**config.mk**
```make
export PLATFORM = sky130hd
export DESIGN_NAME = wb_debug_splitter_flat
export DESIGN_NICKNAME = d
export VERILOG_FILES = /design/src/rtl/wb_debug_splitter_pkg.sv /design/src/rtl/wb_debug_splitter_if.sv /design/src/rtl/wb_debug_regbank.sv /design/src/rtl/wb_debug_splitter.sv /design/src/flat_wrapper.sv
export SDC_FILE = /design/constraint.sdc
export NUM_CORES = 1
export LEC_CHECK = 0
export ABC_AREA = 1
export CAP_MARGIN = 20
export CORE_MARGIN = 3
export CORE_UTILIZATION = 45
export CTS_CLUSTER_SIZE = 16
export DETAILED_ROUTE_END_ITERATION = 8
export PLACE_DENSITY_LB_ADDON = 0.15
export SKIP_CTS_REPAIR_TIMING = 1
export SKIP_LAST_GASP = 1
export SYNTH_ARGS = -nofsm -noshare
export SYNTH_HDL_FRONTEND = slang
export SYNTH_SLANG_ARGS = --single-unit
```
**constraint.sdc**
```tcl
create_clock -name wb_clk_i -period 2.4 [get_ports wb_clk_i]
set_clock_uncertainty 0.2 [all_clocks]
set_input_delay 0.6 -clock wb_clk_i [delete_from_list [all_inputs] [get_ports wb_clk_i]]
set_output_delay 0.6 -clock wb_clk_i [all_outputs]
set_load 0.02 [all_outputs]
```
**src/rtl/wb_debug_splitter_pkg.sv**
```systemverilog
// Shared types and helpers for the Wishbone debug splitter: FSM state encoding,
// debug-bank register offsets and the byte-lane write mask.
package wb_debug_pkg;

  typedef enum logic [1:0] {
    IDLE = 2'd0,
    DBG  = 2'd1,
    USER = 2'd2,
    TOUT = 2'd3
  } state_t;

  // The status word is always the last word of the bank, the user-access count just below it.
  function automatic int unsigned status_idx(input int unsigned num_regs);
    return num_regs - 1;
  endfunction

  function automatic int unsigned ucount_idx(input int unsigned num_regs);
    return num_regs - 2;
  endfunction

  function automatic logic [31:0] byte_mask(input logic [3:0] sel);
    logic [31:0] mask;
    mask = '0;
    for (int i = 0; i < 4; i++) begin
      mask[8*i +: 8] = {8{sel[i]}};
    end
    return mask;
  endfunction

endpackage

```
**src/rtl/wb_debug_splitter_if.sv**
```systemverilog
// Wishbone slave-side bundle between the caravel port, the splitter and the gated user slave.
interface wb_debug_splitter_if;
  logic        wbs_cyc_i;
  logic        wbs_stb_i;
  logic        wbs_we_i;
  logic [3:0]  wbs_sel_i;
  logic [31:0] wbs_adr_i;
  logic [31:0] wbs_dat_i;
  logic        wbs_ack_o;
  logic [31:0] wbs_dat_o;
  logic        user_cyc_o;
  logic        user_ack_i;
  logic [31:0] user_dat_i;

  // Splitter's view of the bus.
  modport slave (
    input  wbs_cyc_i, wbs_stb_i, wbs_we_i, wbs_sel_i, wbs_adr_i, wbs_dat_i,
    input  user_ack_i, user_dat_i,
    output wbs_ack_o, wbs_dat_o, user_cyc_o
  );

  // Environment view: management master plus user slave.
  modport master (
    output wbs_cyc_i, wbs_stb_i, wbs_we_i, wbs_sel_i, wbs_adr_i, wbs_dat_i,
    output user_ack_i, user_dat_i,
    input  wbs_ack_o, wbs_dat_o, user_cyc_o
  );
endinterface

```
**src/rtl/wb_debug_regbank.sv**
```systemverilog
// Debug register bank: RW scratch words, RO user-access counter and the status word
// carrying the block id and a saturating timeout count.
module wb_debug_regbank
  import wb_debug_pkg::*;
#(
  parameter int unsigned NUM_REGS = 4,
  parameter logic [15:0] BLOCK_ID = 16'hD5B1,
  parameter int unsigned IDX_W    = $clog2(NUM_REGS)
) (
  input  logic             clk,
  input  logic             srst,
  input  logic             wr_en,
  input  logic [IDX_W-1:0] idx,
  input  logic [31:0]      wr_data,
  input  logic [3:0]       wr_sel,
  input  logic             user_inc,
  input  logic             tout_inc,
  output logic [31:0]      rd_data
);

  localparam int unsigned STATUS_IDX = status_idx(NUM_REGS);
  localparam int unsigned UCOUNT_IDX = ucount_idx(NUM_REGS);

  logic [NUM_REGS-1:0][31:0] word_val;
  logic [31:0]               ucount_reg;
  logic [15:0]               tout_cnt_reg;
  logic [31:0]               lane_mask;

  assign lane_mask = byte_mask(wr_sel);

  genvar gi;
  generate
    for (gi = 0; gi < int'(NUM_REGS) - 2; gi++) begin : g_scratch
      logic [31:0] scratch_reg;
      always_ff @(posedge clk) begin
        if (srst) begin
          scratch_reg <= '0;
        end else if (wr_en && idx == IDX_W'(gi)) begin
          scratch_reg <= (scratch_reg & ~lane_mask) | (wr_data & lane_mask);
        end
      end
      assign word_val[gi] = scratch_reg;
    end
  endgenerate

  always_ff @(posedge clk) begin
    if (srst) begin
      ucount_reg <= '0;
    end else if (user_inc) begin
      ucount_reg <= ucount_reg + 32'd1;
    end
  end

  // A clearing write takes priority over a same-cycle increment.
  always_ff @(posedge clk) begin
    if (srst) begin
      tout_cnt_reg <= '0;
    end else if (wr_en && idx == IDX_W'(STATUS_IDX)) begin
      tout_cnt_reg <= '0;
    end else if (tout_inc && tout_cnt_reg != 16'hFFFF) begin
      tout_cnt_reg <= tout_cnt_reg + 16'd1;
    end
  end

  assign word_val[UCOUNT_IDX] = ucount_reg;
  assign word_val[STATUS_IDX] = {BLOCK_ID, tout_cnt_reg};
  assign rd_data              = word_val[idx];

endmodule

```
**src/rtl/wb_debug_splitter.sv**
```systemverilog
// Splits the user Wishbone window: the top NUM_REGS words go to a debug bank, the rest
// to the user slave with gated cyc and an ack watchdog.
module wb_debug_splitter
  import wb_debug_pkg::*;
#(
  parameter int unsigned NUM_REGS       = 4,
  parameter logic [31:0] WINDOW_END     = 32'h3010_0000,
  parameter int unsigned TIMEOUT_CYCLES = 255,
  parameter logic [31:0] TIMEOUT_DATA   = 32'hDEAD_BEEF,
  parameter logic [15:0] BLOCK_ID       = 16'hD5B1
) (
  input logic               wb_clk_i,
  input logic               wb_rst_i,
  wb_debug_splitter_if.slave bus
);

  localparam int unsigned IDX_W = $clog2(NUM_REGS);
  localparam logic [31:0] BASE  = WINDOW_END - 32'(4 * NUM_REGS);
  localparam int unsigned WD_W  = (TIMEOUT_CYCLES == 0) ? 1 : $clog2(TIMEOUT_CYCLES + 1);

  state_t           state_reg, state_next;
  logic [IDX_W-1:0] idx_reg, idx_next;
  logic             we_reg, we_next;
  logic [WD_W-1:0]  wd_cnt_reg, wd_cnt_next;

  logic        hit;
  logic        ack;
  logic [31:0] dat;
  logic        user_cyc;
  logic        bank_wr;
  logic        user_inc;
  logic        tout_inc;
  logic [31:0] bank_rd;
  logic        unused_adr_bits;

  assign hit             = (bus.wbs_adr_i[31:2+IDX_W] == BASE[31:2+IDX_W]);
  assign unused_adr_bits = ^bus.wbs_adr_i[1:0];

  always_ff @(posedge wb_clk_i) begin
    if (wb_rst_i) begin
      state_reg  <= IDLE;
      idx_reg    <= '0;
      we_reg     <= 1'b0;
      wd_cnt_reg <= '0;
    end else begin
      state_reg  <= state_next;
      idx_reg    <= idx_next;
      we_reg     <= we_next;
      wd_cnt_reg <= wd_cnt_next;
    end
  end

  always_comb begin
    state_next  = state_reg;
    idx_next    = idx_reg;
    we_next     = we_reg;
    wd_cnt_next = wd_cnt_reg;
    ack         = 1'b0;
    dat         = '0;
    user_cyc    = 1'b0;
    bank_wr     = 1'b0;
    user_inc    = 1'b0;
    tout_inc    = 1'b0;
    case (state_reg)
      IDLE: begin
        // Target is latched here so the ack/data path never follows the live address.
        if (bus.wbs_cyc_i && bus.wbs_stb_i) begin
          if (hit) begin
            state_next = DBG;
            idx_next   = bus.wbs_adr_i[2 +: IDX_W];
            we_next    = bus.wbs_we_i;
          end else begin
            state_next  = USER;
            wd_cnt_next = '0;
            user_inc    = 1'b1;
          end
        end
      end
      DBG: begin
        ack        = 1'b1;
        dat        = bank_rd;
        bank_wr    = we_reg;
        state_next = IDLE;
      end
      USER: begin
        user_cyc = bus.wbs_cyc_i;
        ack      = bus.user_ack_i;
        dat      = bus.user_dat_i;
        // Ack beats the watchdog limit; an abandoned cycle is never counted as a timeout.
        if (bus.user_ack_i || !bus.wbs_cyc_i) begin
          state_next = IDLE;
        end else if (TIMEOUT_CYCLES != 0 && wd_cnt_reg == WD_W'(TIMEOUT_CYCLES)) begin
          state_next = TOUT;
        end else begin
          wd_cnt_next = wd_cnt_reg + 1'b1;
        end
      end
      TOUT: begin
        ack        = 1'b1;
        dat        = TIMEOUT_DATA;
        tout_inc   = 1'b1;
        state_next = IDLE;
      end
      default: state_next = IDLE;
    endcase
  end

  assign bus.wbs_ack_o  = ack;
  assign bus.wbs_dat_o  = dat;
  assign bus.user_cyc_o = user_cyc;

  wb_debug_regbank #(
    .NUM_REGS (NUM_REGS),
    .BLOCK_ID (BLOCK_ID),
    .IDX_W    (IDX_W)
  ) u_regbank (
    .clk      (wb_clk_i),
    .srst     (wb_rst_i),
    .wr_en    (bank_wr),
    .idx      (idx_reg),
    .wr_data  (bus.wbs_dat_i),
    .wr_sel   (bus.wbs_sel_i),
    .user_inc (user_inc),
    .tout_inc (tout_inc),
    .rd_data  (bank_rd)
  );

endmodule

```
**src/flat_wrapper.sv**
```systemverilog
// flat-port wrapper written by rule: the top's interface ports become plain ports
module wb_debug_splitter_flat import wb_debug_pkg::*;
#(
  parameter int unsigned NUM_REGS       = 4,
  parameter logic [31:0] WINDOW_END     = 32'h3010_0000,
  parameter int unsigned TIMEOUT_CYCLES = 255,
  parameter logic [31:0] TIMEOUT_DATA   = 32'hDEAD_BEEF,
  parameter logic [15:0] BLOCK_ID       = 16'hD5B1
)
  (wb_clk_i, wb_rst_i, bus_wbs_cyc_i, bus_wbs_stb_i, bus_wbs_we_i, bus_wbs_sel_i, bus_wbs_adr_i, bus_wbs_dat_i, bus_user_ack_i, bus_user_dat_i, bus_wbs_ack_o, bus_wbs_dat_o, bus_user_cyc_o);
  wb_debug_splitter_if bus_i ();
  input logic wb_clk_i;
  input logic wb_rst_i;
  input wire logic [$bits(bus_i.wbs_cyc_i)-1:0] bus_wbs_cyc_i;
  input wire logic [$bits(bus_i.wbs_stb_i)-1:0] bus_wbs_stb_i;
  input wire logic [$bits(bus_i.wbs_we_i)-1:0] bus_wbs_we_i;
  input wire logic [$bits(bus_i.wbs_sel_i)-1:0] bus_wbs_sel_i;
  input wire logic [$bits(bus_i.wbs_adr_i)-1:0] bus_wbs_adr_i;
  input wire logic [$bits(bus_i.wbs_dat_i)-1:0] bus_wbs_dat_i;
  input wire logic [$bits(bus_i.user_ack_i)-1:0] bus_user_ack_i;
  input wire logic [$bits(bus_i.user_dat_i)-1:0] bus_user_dat_i;
  output wire logic [$bits(bus_i.wbs_ack_o)-1:0] bus_wbs_ack_o;
  output wire logic [$bits(bus_i.wbs_dat_o)-1:0] bus_wbs_dat_o;
  output wire logic [$bits(bus_i.user_cyc_o)-1:0] bus_user_cyc_o;
  assign bus_i.wbs_cyc_i = bus_wbs_cyc_i;
  assign bus_i.wbs_stb_i = bus_wbs_stb_i;
  assign bus_i.wbs_we_i = bus_wbs_we_i;
  assign bus_i.wbs_sel_i = bus_wbs_sel_i;
  assign bus_i.wbs_adr_i = bus_wbs_adr_i;
  assign bus_i.wbs_dat_i = bus_wbs_dat_i;
  assign bus_i.user_ack_i = bus_user_ack_i;
  assign bus_i.user_dat_i = bus_user_dat_i;
  assign bus_wbs_ack_o = bus_i.wbs_ack_o;
  assign bus_wbs_dat_o = bus_i.wbs_dat_o;
  assign bus_user_cyc_o = bus_i.user_cyc_o;
  wb_debug_splitter #(.NUM_REGS(NUM_REGS), .WINDOW_END(WINDOW_END), .TIMEOUT_CYCLES(TIMEOUT_CYCLES), .TIMEOUT_DATA(TIMEOUT_DATA), .BLOCK_ID(BLOCK_ID)) u_core (.wb_clk_i(wb_clk_i), .wb_rst_i(wb_rst_i), .bus(bus_i));
endmodule
```
Word-level counts from Yosys, hierarchy flattened. Cells that the tools add are included.

Flip-flop bits (word level): 125. Input bits: 106. Output and inout bits: 34. Word-level logic and storage cells: 66.

Add/subtract/negate cells: 3. Magnitude comparators: 1. Eq/ne operators: 13. Multiplexer cells: 20. Bitwise logic cells: 6. Reductions and logical operators: 15.

Operators by type and width (number): $and A32 B32 Y32 (3); $pmux W32 S3 (1); $bmux W32 S2 (1); $or A32 B32 Y32 (2); $add A32 B1 Y32 const B (1); $mux W32 (1); $mux W8 (4); $not A32 Y32 (1); $eq A28 B26 Y1 const B (1); $add A16 B1 Y16 const B (1); $ne A16 B16 Y1 const B (1); $pmux W8 S2 (1); $add A8 B1 Y8 const B (1); $eq A8 B8 Y1 const B (1); $mux W2 (4); $eq A2 B2 Y1 const B (3); $mux W1 (6); $ne A2 B2 Y1 const B (3); $pmux W2 S3 (1); $logic_and A1 B1 Y1 (5); $reduce_and A5 Y1 (1); $eq A2 B1 Y1 const B (2); $logic_not A2 Y1 (2); $reduce_or A2 Y1 (2); other kinds (9) (9).

Depth between registers and ports, before layout. Gate-level depths: netlist of the first run.

Depth after elaboration: 4. Gate-level depth with buffers: 12. Depth with buffers taken out: 11.

By module. Synthesis of the first run repeated with hierarchy kept, for this count alone.

Cell total of the unflattened synthesis: 1026. Area total of the unflattened synthesis: 6972.9 µm².

Modules (own cells, without submodules): wb_debug_regbank (instances 1, cells each 820, area each 5654.2 µm²); wb_debug_splitter (instances 1, cells each 206, area each 1318.8 µm²).

Worst setup path before layout of the first run. Ideal clock, no wire load.

Kind: flip-flop to output port. Start: register u_core.idx_reg[1]. End: output port bus_wbs_dat_o[20]. Arrival time: 1633 ps. Required time: 1600 ps. Setup slack: -33 ps. Cell stages (with the launch flop): 6. Path through: dfxtp_1 buf_2 nor2_2 clkbuf_1 a221oi_1 o31ai_1.

Longest elaborated chain between the ends: 3.

Ends and longest elaborated chain: start: declaration (line wb_debug_splitter.sv:22) `logic [IDX_W-1:0] idx_reg, idx_next;`; start signal: assignment (line wb_debug_splitter.sv:47) `idx_reg <= idx_next;`; $bmux W32 S2 (line wb_debug_regbank.sv:67) `assign rd_data = word_val[idx];`; $mux W32 (not written as such) (line wb_debug_regbank.sv:67); $pmux W32 S3 (line wb_debug_splitter.sv:64) `case (state_reg)`; end: declaration (line flat_wrapper.sv:23) `output wire logic [$bits(bus_i.wbs_dat_o)-1:0] bus_wbs_dat_o;`.

No other way between the ends. The select of a mux whose other input is x is not followed.

Worst setup path after layout of the first run.
Start: register u_core.idx_reg[0]. End: output port bus_wbs_dat_o[17].

Same word-level chain as after synthesis.

==> results of run 1 <==
-- path summary, 6_finish.rpt --
kind                                                          to  slack [ps]  cells after the start
worst max register to register  u_core.u_regbank.tout_cnt_reg[5]         250                     11
worst min register to register   u_core.u_regbank.ucount_reg[30]         280                      2
worst max-delay path                           bus_wbs_dat_o[17]        -230                      8
worst min-delay path             u_core.u_regbank.ucount_reg[30]         280                      2
-- worst min-delay path, cell delays in order (launching register included) --
cell and delay (ps):
dfxtp_1 320, nand2_1 60, a21oi_1 50
-- layout by cell type (no fill, tap or decap), types with 3 or more instances in the layout --
cell type and n:
a21oi_1 101, a21oi_2 4, a221oi_1 7, a221oi_2 10, a221oi_4 4, a22o_1 7, a31oi_1 4, and3_1 3
buf_12 8, buf_2 10, buf_4 101, buf_6 7, clkbuf_16 17, clkbuf_2 12, clkdlybuf4s50_1 103, clkinv_4 5
dfxtp_1 121, dfxtp_4 3, dlymetal6s2s_1 3, ha_1 3, inv_1 74, inv_2 13, inv_6 6, nand2_1 219
nand2_2 3, nand3_1 39, nand4_1 12, nor2_1 220, nor2_4 10, nor3_1 18, nor3b_1 4, o21ai_0 106
o21ai_1 15, o21bai_1 4, xor2_1 20
-- metal layers --
metal,routed length (microns),GRT usage (%),up-vias,part of all wire (%)
met5,0,0,-,0
met4,625,9.44,0,2.6
met3,1590,5.37,51,6.6
met2,11400,46.4,297,47
met1,10600,36.5,3704,44
li1,-,-,4046,-
-- metrics by stage --
| step | hold slack [ps] | setup slack (ps) | area [sq um] |
|---|---|---|---|
| after floorplan | 250 | 33.5 | 7030 |
| after global placement | 266 | -342 | 9310 |
| after detailed placement | 272 | -343 | 9310 |
| after CTS | 281 | -849 | 9890 |
| after global routing | 291 | -282 | 10100 |
| final | 280 | -233 | 10100 |
-- layout make-up --
type / count / area (sq um)
Multi-Input combinational cell: 831 / 4180
Clock inverter: 14 / 149
Fill cell: 1374 / 5190
Clock buffer: 18 / 439
Tap cell: 211 / 264
Inverter: 90 / 344
Timing Repair Buffer: 244 / 2180
Sequential cell: 125 / 2510
-- synthesized netlist by cell type (2+ instances only) --
library cell    n  area share [%]
nor2_1        220              12
nand2_2         4            0.36
a221oi_1       21             2.6
buf_2          14             1.0
a22oi_1         3            0.32
nand2_1       219              12
inv_2          12            0.64
o21ai_1         4            0.28
o21bai_1        4            0.43
nor3b_1         4            0.43
dfxtp_1       125              36
clkbuf_1       27             1.4
nor2_4          9             1.4
o21ai_0       117             8.3
buf_4           2            0.21
xor2_1         20             2.5
nand3_1        39             2.8
nor2_2          3            0.27
a21oi_1       106             7.6
nand4_1        12             1.1
nor3_1         18             1.3
and3_1          3            0.27
ha_1            3            0.53
a22o_1          7            0.87
a31oi_1         4            0.36
inv_1          77             4.1
nand3_4         2            0.50
-- cell families (layout without fill, tap and decap cells) --
| kind of cell | Yosys count | after routing | share of synthesized area (%) |
|---|---|---|---|
| and+or+nand+nor | 537 | 537 | 32.4 |
| AOI/OAI and AO/OA | 270 | 270 | 21.3 |
| buffers and inverters | 134 | 366 | 7.52 |
| DFF | 125 | 125 | 35.6 |
| xor gates and xnor gates | 21 | 21 | 2.62 |
| adders and majority gates | 3 | 3 | 0.534 |
-- power by group --
group | total (mW) | switching (mW) | internal [mW] | leakage, nW
Sequential | 2.14 | 0.0359 | 2.10 | 1.01
Combinational | 0.981 | 0.516 | 0.465 | 2.72
Clock | 2.57 | 1.07 | 1.49 | 0.291
Total | 5.68 | 1.63 | 4.06 | 4.02
==> results.py, run 1 <==
metrics = {
    "run_status": {
        "status": "finished, violations left",
        "violations": "setup timing",
    },
    "power_and_ir_drop": {
        "irDropWorstVdd_v": 0.000600,
        "p_leak_nw": 4.02,
        "finalPower_mw": 5.68,
        "power_density_nw_per_um2": 565,
    },
    "timing": {
        "fin_crit_ps": 2630,
        "finalSetupTns_ps": -4760,
        "max_freq_ghz": 0.380,
        "tightest_slew_ps": 500,
        "timing.final.ws_setup_ps": -233,
        "hold_viol_final": 0,
        "finalCritPeriodShare_pct": 110,
        "finalSetupViolations": 32,
        "maxSlewHeadroom_pct": 66.4,
        "slew_violations": 0,
        "rsz0062_at_grt": "true",
    },
    "placed_design": {
        "port-buffer-count": 137,
        "hpwl_microns": 18000,
        "dpl.cell_count": 1491,
        "gp_congestion": 0.939,
    },
    "setup_path": {
        "max_stage_delay_ps": 400,
        "worstSetupPathType": "reg -> out",
        "path_cells": "inv_4, nor2_4, buf_12, buf_4, nand2_1, o21ai_1, a22o_1, clkbuf_2",
        "cp_top_family": "buffers and inverters",
        "arrival_ps": 1830,
        "path_buf_inv": 4,
        "r2r-start": "u_core.u_regbank.tout_cnt_reg[0]",
        "critPathLaunch": "u_core.idx_reg[0]",
        "startpoint_type": "flop",
        "cp_max_fo": 17,
        "crit_path_end_kind": "primary output",
        "crit_slowest_cell": "dfxtp_4",
        "crit_required_ps": 1600,
    },
    "clock_tree": {
        "clockRootBuffer": "clkbuf_16",
        "cts_buffers": 17,
        "clkLatencyLatePin_ps": 430,
        "clk_pin_slew_ps": 60,
        "cts-htree-levels": 4,
        "cts_tree": "done",
        "clock_sinks": 125,
        "clk_path_buf_depth": 2,
    },
    "die": {
        "die_h_microns": 131,
        "die_w_microns": 131,
        "dieArea_sq_um": 17100,
        "io-pin-count": 140,
        "initial_core_util_pct": 46.0,
        "core-area_sq_um": 15300,
        "core.rowCount": 45,
    },
    "global_route": {
        "gr-total-overflow": 0,
        "antenna_found_initial": 0,
        "grt_pass1_wl_microns": 37400,
        "grt_max_degree": 41,
        "grt_pass1_vias": 7537,
        "grt_use_total_pct": 28.0,
    },
    "route": {
        "drc_errors": 0,
        "vias_per_cell": 5.28,
        "drt_pass1_iterations": 7,
        "wl_per_cell_microns": 15.8,
        "wl_microns": 24200,
        "ant_nets": 0,
        "vias": 8098,
        "first_iter_violations": 631,
    },
    "worst_hold_path": {
        "hold_start": "u_core.u_regbank.ucount_reg[30]",
        "min_path_type": "reg -> reg",
    },
    "layout": {
        "layout-drive-gt1-share_pct": 17.5,
        "area_delta_synth_final_pct": 43.3,
        "instances_no_fill": 1533,
        "final_net_count": 1418,
        "final_util_pct": 66.0,
        "antennaDiodeCount": 0,
    },
    "synth": {
        "synth.distinct_cells": 38,
        "syn-num-nets": 1199,
        "syn-cell-area_sq_um": 7030,
        "synthArstFlopShare_pct": 0,
        "yosysWarnings": 0,
        "netlist_instances": 1090,
        "synth_ff_type": "dfxtp_1",
        "yosysSeqAreaShare_pct": 35.6,
        "synth-edff-count": 0,
        "syn_avg_cell_area_sq_um": 6.45,
        "ys_seq_elements": 125,
    },
    "run": {
        "max_cap_violations": 0,
    },
}
(Power assumes the default switching activity.)
==> inputs of run 2 (changes only) <==
--- a/config.mk
+++ b/config.mk
@@ -8,7 +8,7 @@
 export ABC_AREA = 1
 export CAP_MARGIN = 20
 export CORE_MARGIN = 3
-export CORE_UTILIZATION = 45
+export CORE_UTILIZATION = 37
 export CTS_CLUSTER_SIZE = 16
 export DETAILED_ROUTE_END_ITERATION = 8
 export PLACE_DENSITY_LB_ADDON = 0.15
==> constraint.sdc (replaced) <==
create_clock -name wb_clk_i -period 2.6 [get_ports wb_clk_i]
set_clock_uncertainty 0.2 [all_clocks]
set_input_delay 0.65 -clock wb_clk_i [delete_from_list [all_inputs] [get_ports wb_clk_i]]
set_output_delay 0.65 -clock wb_clk_i [all_outputs]
set_load 0.02 [all_outputs]
==> run 2 against run 1 <==
Net effect: the flow still finishes with violations (setup timing); hold slack better by 2.4 ps; via count is 3.7% lower; sequential share of layout area is 0.50 points higher; critical path type unchanged; register-to-register slack better by 150 ps; critical path depth is 1 lower; total power is 7.8% lower; non-clock buffer count is 32 lower; worst setup slack better by 95 ps; clock power is 6% lower; die area is 21% higher; core utilization is 12 points lower.
==> results.py, run 2 (synthesis results as in run 1) <==
metrics = {
    "run_status": {
        "status": "finished, violations left",
        "violations": "setup timing",
    },
    "setup_path": {
        "crit_required_ps": 1750,
        "arrival_ps": 1890,
        "crit_path_end_kind": "primary output",
        "worstSetupPathType": "reg -> out",
        "cp_max_fo": 11,
        "startpoint_type": "flop",
        "reg2reg_depth": 12,
    },
    "clock_tree": {
        "clk_path_buf_depth": 2,
        "cts_buffers": 17,
        "clock_sinks": 125,
        "cts_tree": "done",
        "clockRootBuffer": "clkbuf_16",
        "clkLatencyLatePin_ps": 420,
        "clk_pin_slew_ps": 60,
        "cts-htree-levels": 4,
    },
    "worst_hold_path": {
        "hold_depth": 2,
        "min_path_type": "reg -> reg",
    },
    "power_and_ir_drop": {
        "switching_share_pct": 29.2,
        "p_sw_mw": 1.53,
        "irDropWorstVdd_v": 0.000420,
        "clkPwrFrac_pct": 46.0,
        "power_density_nw_per_um2": 532,
        "p_comb_share_pct": 16.5,
        "p_int_mw": 3.71,
        "p_leak_nw": 3.86,
        "p_seq_share_pct": 37.5,
    },
    "timing": {
        "finalCritPeriodShare_pct": 105,
        "timing.final.ws_setup_ps": -138,
        "rsz0062_at_grt": "true",
        "finalSetupViolations": 26,
        "finalSetupTns_ps": -1430,
        "hold-worst-slack_ps": 283,
        "maxSlewHeadroom_pct": 63.2,
        "fin_crit_ps": 2740,
        "tightest_slew_ps": 550,
        "slew_violations": 0,
        "hold_viol_final": 0,
        "max_freq_ghz": 0.365,
    },
    "global_route": {
        "antenna_found_initial": 0,
        "grt_pass1_wl_microns": 37300,
        "grt_use_total_pct": 23.1,
        "grt_max_degree": 47,
        "grt_pass1_vias": 7118,
        "gr-total-overflow": 0,
    },
    "layout": {
        "final_net_count": 1386,
        "antennaDiodeCount": 0,
        "final_cell_mix": "nor2_1, nand2_1, dfxtp_1, o21ai_0, clkdlybuf4s50_1",
        "area_delta_synth_final_pct": 40.3,
        "final_util_pct": 53.8,
        "final_common_cell": "nor2_1",
        "layout-drive-gt1-share_pct": 15.9,
    },
    "placed_design": {
        "hpwl_microns": 18200,
        "gp_congestion": 0.924,
        "port-buffer-count": 137,
        "pre_cts_slack_ps": -222,
    },
    "route": {
        "wl_microns": 24400,
        "vias": 7802,
        "drc_errors": 0,
        "first_iter_violations": 540,
        "vias_per_cell": 5.14,
        "drt_pass1_iterations": 5,
        "wl_per_cell_microns": 16.1,
        "ant_nets": 0,
    },
    "run": {
        "max_cap_violations": 0,
    },
    "die": {
        "core-area_sq_um": 18300,
        "initial_core_util_pct": 38.3,
        "dieArea_sq_um": 20700,
        "core.rowCount": 49,
        "die_h_microns": 144,
        "die_w_microns": 144,
        "io-pin-count": 140,
    },
}
[run 2: cell count changes in the layout (fill, tap and decap cells not counted), sizes merged]
cell          before  now
buf              126   99
inv               96  101
clkinv             6    1
clkbuf            30   25
clkinvlp           1    2
dlymetal6s2s       3    2
[run 2: final timing paths]
path	end	slack (ps)	from
worst min register to register	u_core.u_regbank.tout_cnt_reg[12]	280	u_core.u_regbank.tout_cnt_reg[12]
worst min-delay path	u_core.u_regbank.tout_cnt_reg[12]	280	u_core.u_regbank.tout_cnt_reg[12]
worst max-delay path	bus_wbs_dat_o[23]	-140	u_core.idx_reg[0]
worst max register to register	flop	400	u_core.idx_reg[0]
[run 2: stage by stage]
step | area [sq um] | std cells | power [mW]
after global placement | 9100 | 1481 | 2.89
after global routing | 9860 | 1519 | 5.43
after CTS | 9690 | 1513 | 5.30
after floorplan | 7030 | 1090 | 2.40
after detailed placement | 9100 | 1481 | 2.89
final | 9860 | 1519 | 5.24
[run 2: power groups by stage]
stage | logic [mW] | registers [mW] | clock network, mW
2_1_floorplan | 0.401 | 2.00 | 0
3_3_place_gp | 0.880 | 2.01 | 0
3_5_place_dp | 0.880 | 2.01 | 0
4_1_cts | 0.885 | 1.97 | 2.45
5_1_grt | 0.928 | 1.97 | 2.53
6_report | 0.865 | 1.97 | 2.41
[run 2: layout make-up]
class / count / area, sq um
clock buffer: 17 / 425
fill: 1818 / 8470
timing repair buffer: 212 / 1970
sequential: 125 / 2510
multi-input combinational: 831 / 4160
clock inverter: 15 / 168
inverter: 90 / 340
tap: 229 / 287
[run 2: worst max-delay path, cell delays in order (launching register included)]
cell and delay [ps]:
dfxtp_4 370, inv_4 70, buf_4 190, buf_4 140, a21oi_1 80, a221oi_1 280
o21ai_0 120, dlymetal6s2s_1 210
[run 2: metal layers]
metal / part of all wire [%] / wire length [microns] / global-route usage (%) / vias up
met4: 1.4 / 352 / 5.35 / 0
met5: 0 / 0 / 0 / -
met3: 6.1 / 1490 / 5.32 / 24
li1: - / - / - / 3982
met1: 46 / 11200 / 31.2 / 3599
met2: 47 / 11400 / 37.6 / 197
==> inputs of run 3 (changes only) <==
--- a/config.mk
+++ b/config.mk
@@ -11,6 +11,7 @@
 export CORE_UTILIZATION = 37
 export CTS_CLUSTER_SIZE = 16
 export DETAILED_ROUTE_END_ITERATION = 8
+export MAX_ROUTING_LAYER = met4
 export PLACE_DENSITY_LB_ADDON = 0.15
 export SKIP_CTS_REPAIR_TIMING = 1
 export SKIP_LAST_GASP = 1
==> run 3 against run 2 <==
Net effect: non-clock buffer count shrank 4; largest power group unchanged; via count up 1.4%; sequential cell count did not move; sequential share of layout area shrank 0.071 points; maximum frequency increased by 0.69%; critical endpoint is now bus_wbs_dat_o[20]; first-iteration DRC count shrank 15%; critical path depth unchanged; hold slack lost 2.1 ps; the run still ends with setup timing left; global-route usage up 0.84 points; clock power hardly changed.
==> results.py, run 3 (synthesis results as in run 1) <==
metrics = {
    "layout": {
        "final_net_count": 1382,
        "antennaDiodeCount": 0,
        "layout-drive-gt1-share_pct": 15.8,
        "area_delta_synth_final_pct": 40.7,
        "final_common_cell": "nor2_1",
        "final_cell_mix": "nor2_1, nand2_1, dfxtp_1, clkdlybuf4s50_1, o21ai_0",
        "final_util_pct": 53.9,
        "instances_no_fill": 1515,
    },
    "global_route": {
        "antenna_found_initial": 0,
        "gr-total-overflow": 0,
        "grt_pass1_wl_microns": 37600,
        "grt_max_degree": 52,
        "grt_pass1_vias": 7081,
        "grt_use_total_pct": 23.9,
    },
    "route": {
        "first_iter_violations": 459,
        "vias": 7914,
        "vias_per_cell": 5.22,
        "drt_pass1_iterations": 5,
        "drc_errors": 0,
        "wl_microns": 24800,
        "wl_per_cell_microns": 16.4,
        "ant_nets": 0,
    },
    "placed_design": {
        "gp_congestion": 0.973,
        "dpl.cell_count": 1477,
        "port-buffer-count": 137,
        "hpwl_microns": 18200,
    },
    "die": {
        "core-area_sq_um": 18300,
        "dieArea_sq_um": 20700,
        "die_h_microns": 144,
        "core.rowCount": 49,
        "initial_core_util_pct": 38.3,
        "io-pin-count": 140,
        "die_w_microns": 144,
    },
    "clock_tree": {
        "clk_pin_slew_ps": 60,
        "clock_sinks": 125,
        "clkLatencyLatePin_ps": 430,
        "clockRootBuffer": "clkbuf_16",
        "clk_path_buf_depth": 2,
        "cts-htree-levels": 4,
        "cts_tree": "done",
        "cts_buffers": 17,
    },
    "setup_path": {
        "arrival_ps": 1870,
        "critPathLaunch": "u_core.idx_reg[0]",
        "crit_path_end_kind": "primary output",
        "reg2reg_depth": 10,
        "crit_path_end": "bus_wbs_dat_o[20]",
        "ff2ff_setup_slack_ps": 360,
        "startpoint_type": "flop",
        "r2r-start": "u_core.u_regbank.ucount_reg[1]",
        "cp_max_fo": 6,
        "reg2reg_to": "u_core.u_regbank.ucount_reg[30]",
        "worstSetupPathType": "reg -> out",
        "crit_required_ps": 1750,
    },
    "timing": {
        "tightest_slew_ps": 510,
        "hold-worst-slack_ps": 281,
        "rsz0062_at_grt": "true",
        "fin_crit_ps": 2720,
        "maxSlewHeadroom_pct": 65.9,
        "hold_viol_final": 0,
        "timing.final.ws_setup_ps": -119,
        "finalCritPeriodShare_pct": 105,
        "slew_violations": 0,
        "finalSetupViolations": 24,
        "max_freq_ghz": 0.368,
    },
    "power_and_ir_drop": {
        "finalPower_mw": 5.25,
        "p_leak_nw": 3.88,
        "irDropWorstVdd_v": 0.000435,
        "power_density_nw_per_um2": 531,
    },
    "worst_hold_path": {
        "hold_depth": 2,
        "min_path_type": "reg -> reg",
    },
    "run": {
        "max_cap_violations": 0,
    },
    "run_status": {
        "violations": "setup timing",
        "status": "finished, violations left",
    },
}
run 3: cell count changes in the layout (fill, tap and decap cells not counted), sizes merged:
cell      change
clkinvlp      -1
clkinv        +2
buf           -7
inv           -1
clkbuf        +3
run 3: worst min path at each step:
stage | startpoint | to | slack (ps)
2_1_floorplan | u_core.wd_cnt_reg[4] | u_core.wd_cnt_reg[4] | 250
5_1_grt | u_core.u_regbank.ucount_reg[31] | u_core.u_regbank.ucount_reg[31] | 300
6_report | u_core.u_regbank.ucount_reg[30] | u_core.u_regbank.ucount_reg[30] | 280
4_1_cts | u_core.u_regbank.ucount_reg[30] | u_core.u_regbank.ucount_reg[30] | 280
3_3_place_gp | u_core.u_regbank.ucount_reg[27] | u_core.u_regbank.ucount_reg[27] | 270
3_5_place_dp | u_core.u_regbank.ucount_reg[30] | u_core.u_regbank.ucount_reg[30] | 270
run 3: layer usage:
metal	wire [microns]	GRT usage (%)	part of all wire [%]
met2	11600	37.8	47
met4	451	6.59	1.8
met3	1380	4.66	5.6
met1	11300	31.3	46
met5	0	-	0
run 3: stage by stage:
| stage | cell area (sq um) | setup TNS, ps | setup slack, ps |
|---|---|---|---|
| after global routing | 9890 | -3650 | -190 |
| final | 9890 | -1650 | -119 |
| after floorplan | 7030 | 0 | 117 |
| after global placement | 9060 | -5420 | -206 |
| after detailed placement | 9060 | -5310 | -228 |
| after CTS | 9650 | -19380 | -646 |
run 3: worst max-delay path, cell delays in order (launching register included):
cell and delay (ps):
dfxtp_4 380, inv_4 50, nor2_4 190, clkbuf_16 200, a221oi_1 80, buf_4 150
o31ai_1 180, buf_2 200
run 3: final cells by class:
cell class | instances | area, sq um
inverters | 90 | 340
clock buffers | 17 | 425
flip-flops and latches | 125 | 2510
fillers | 1790 | 8440
repair buffers | 208 | 1960
multi-input cells | 831 | 4200
clock inverters | 15 | 169
well taps | 229 | 287
run 3: power by group:
group          switching (mW)  leakage [nW]  total [mW]  internal (mW)
clock network            1.05         0.291        2.42           1.37
registers              0.0311          1.01        1.97           1.94
logic                   0.469          2.58       0.863          0.394
total                    1.55          3.88        5.25           3.70
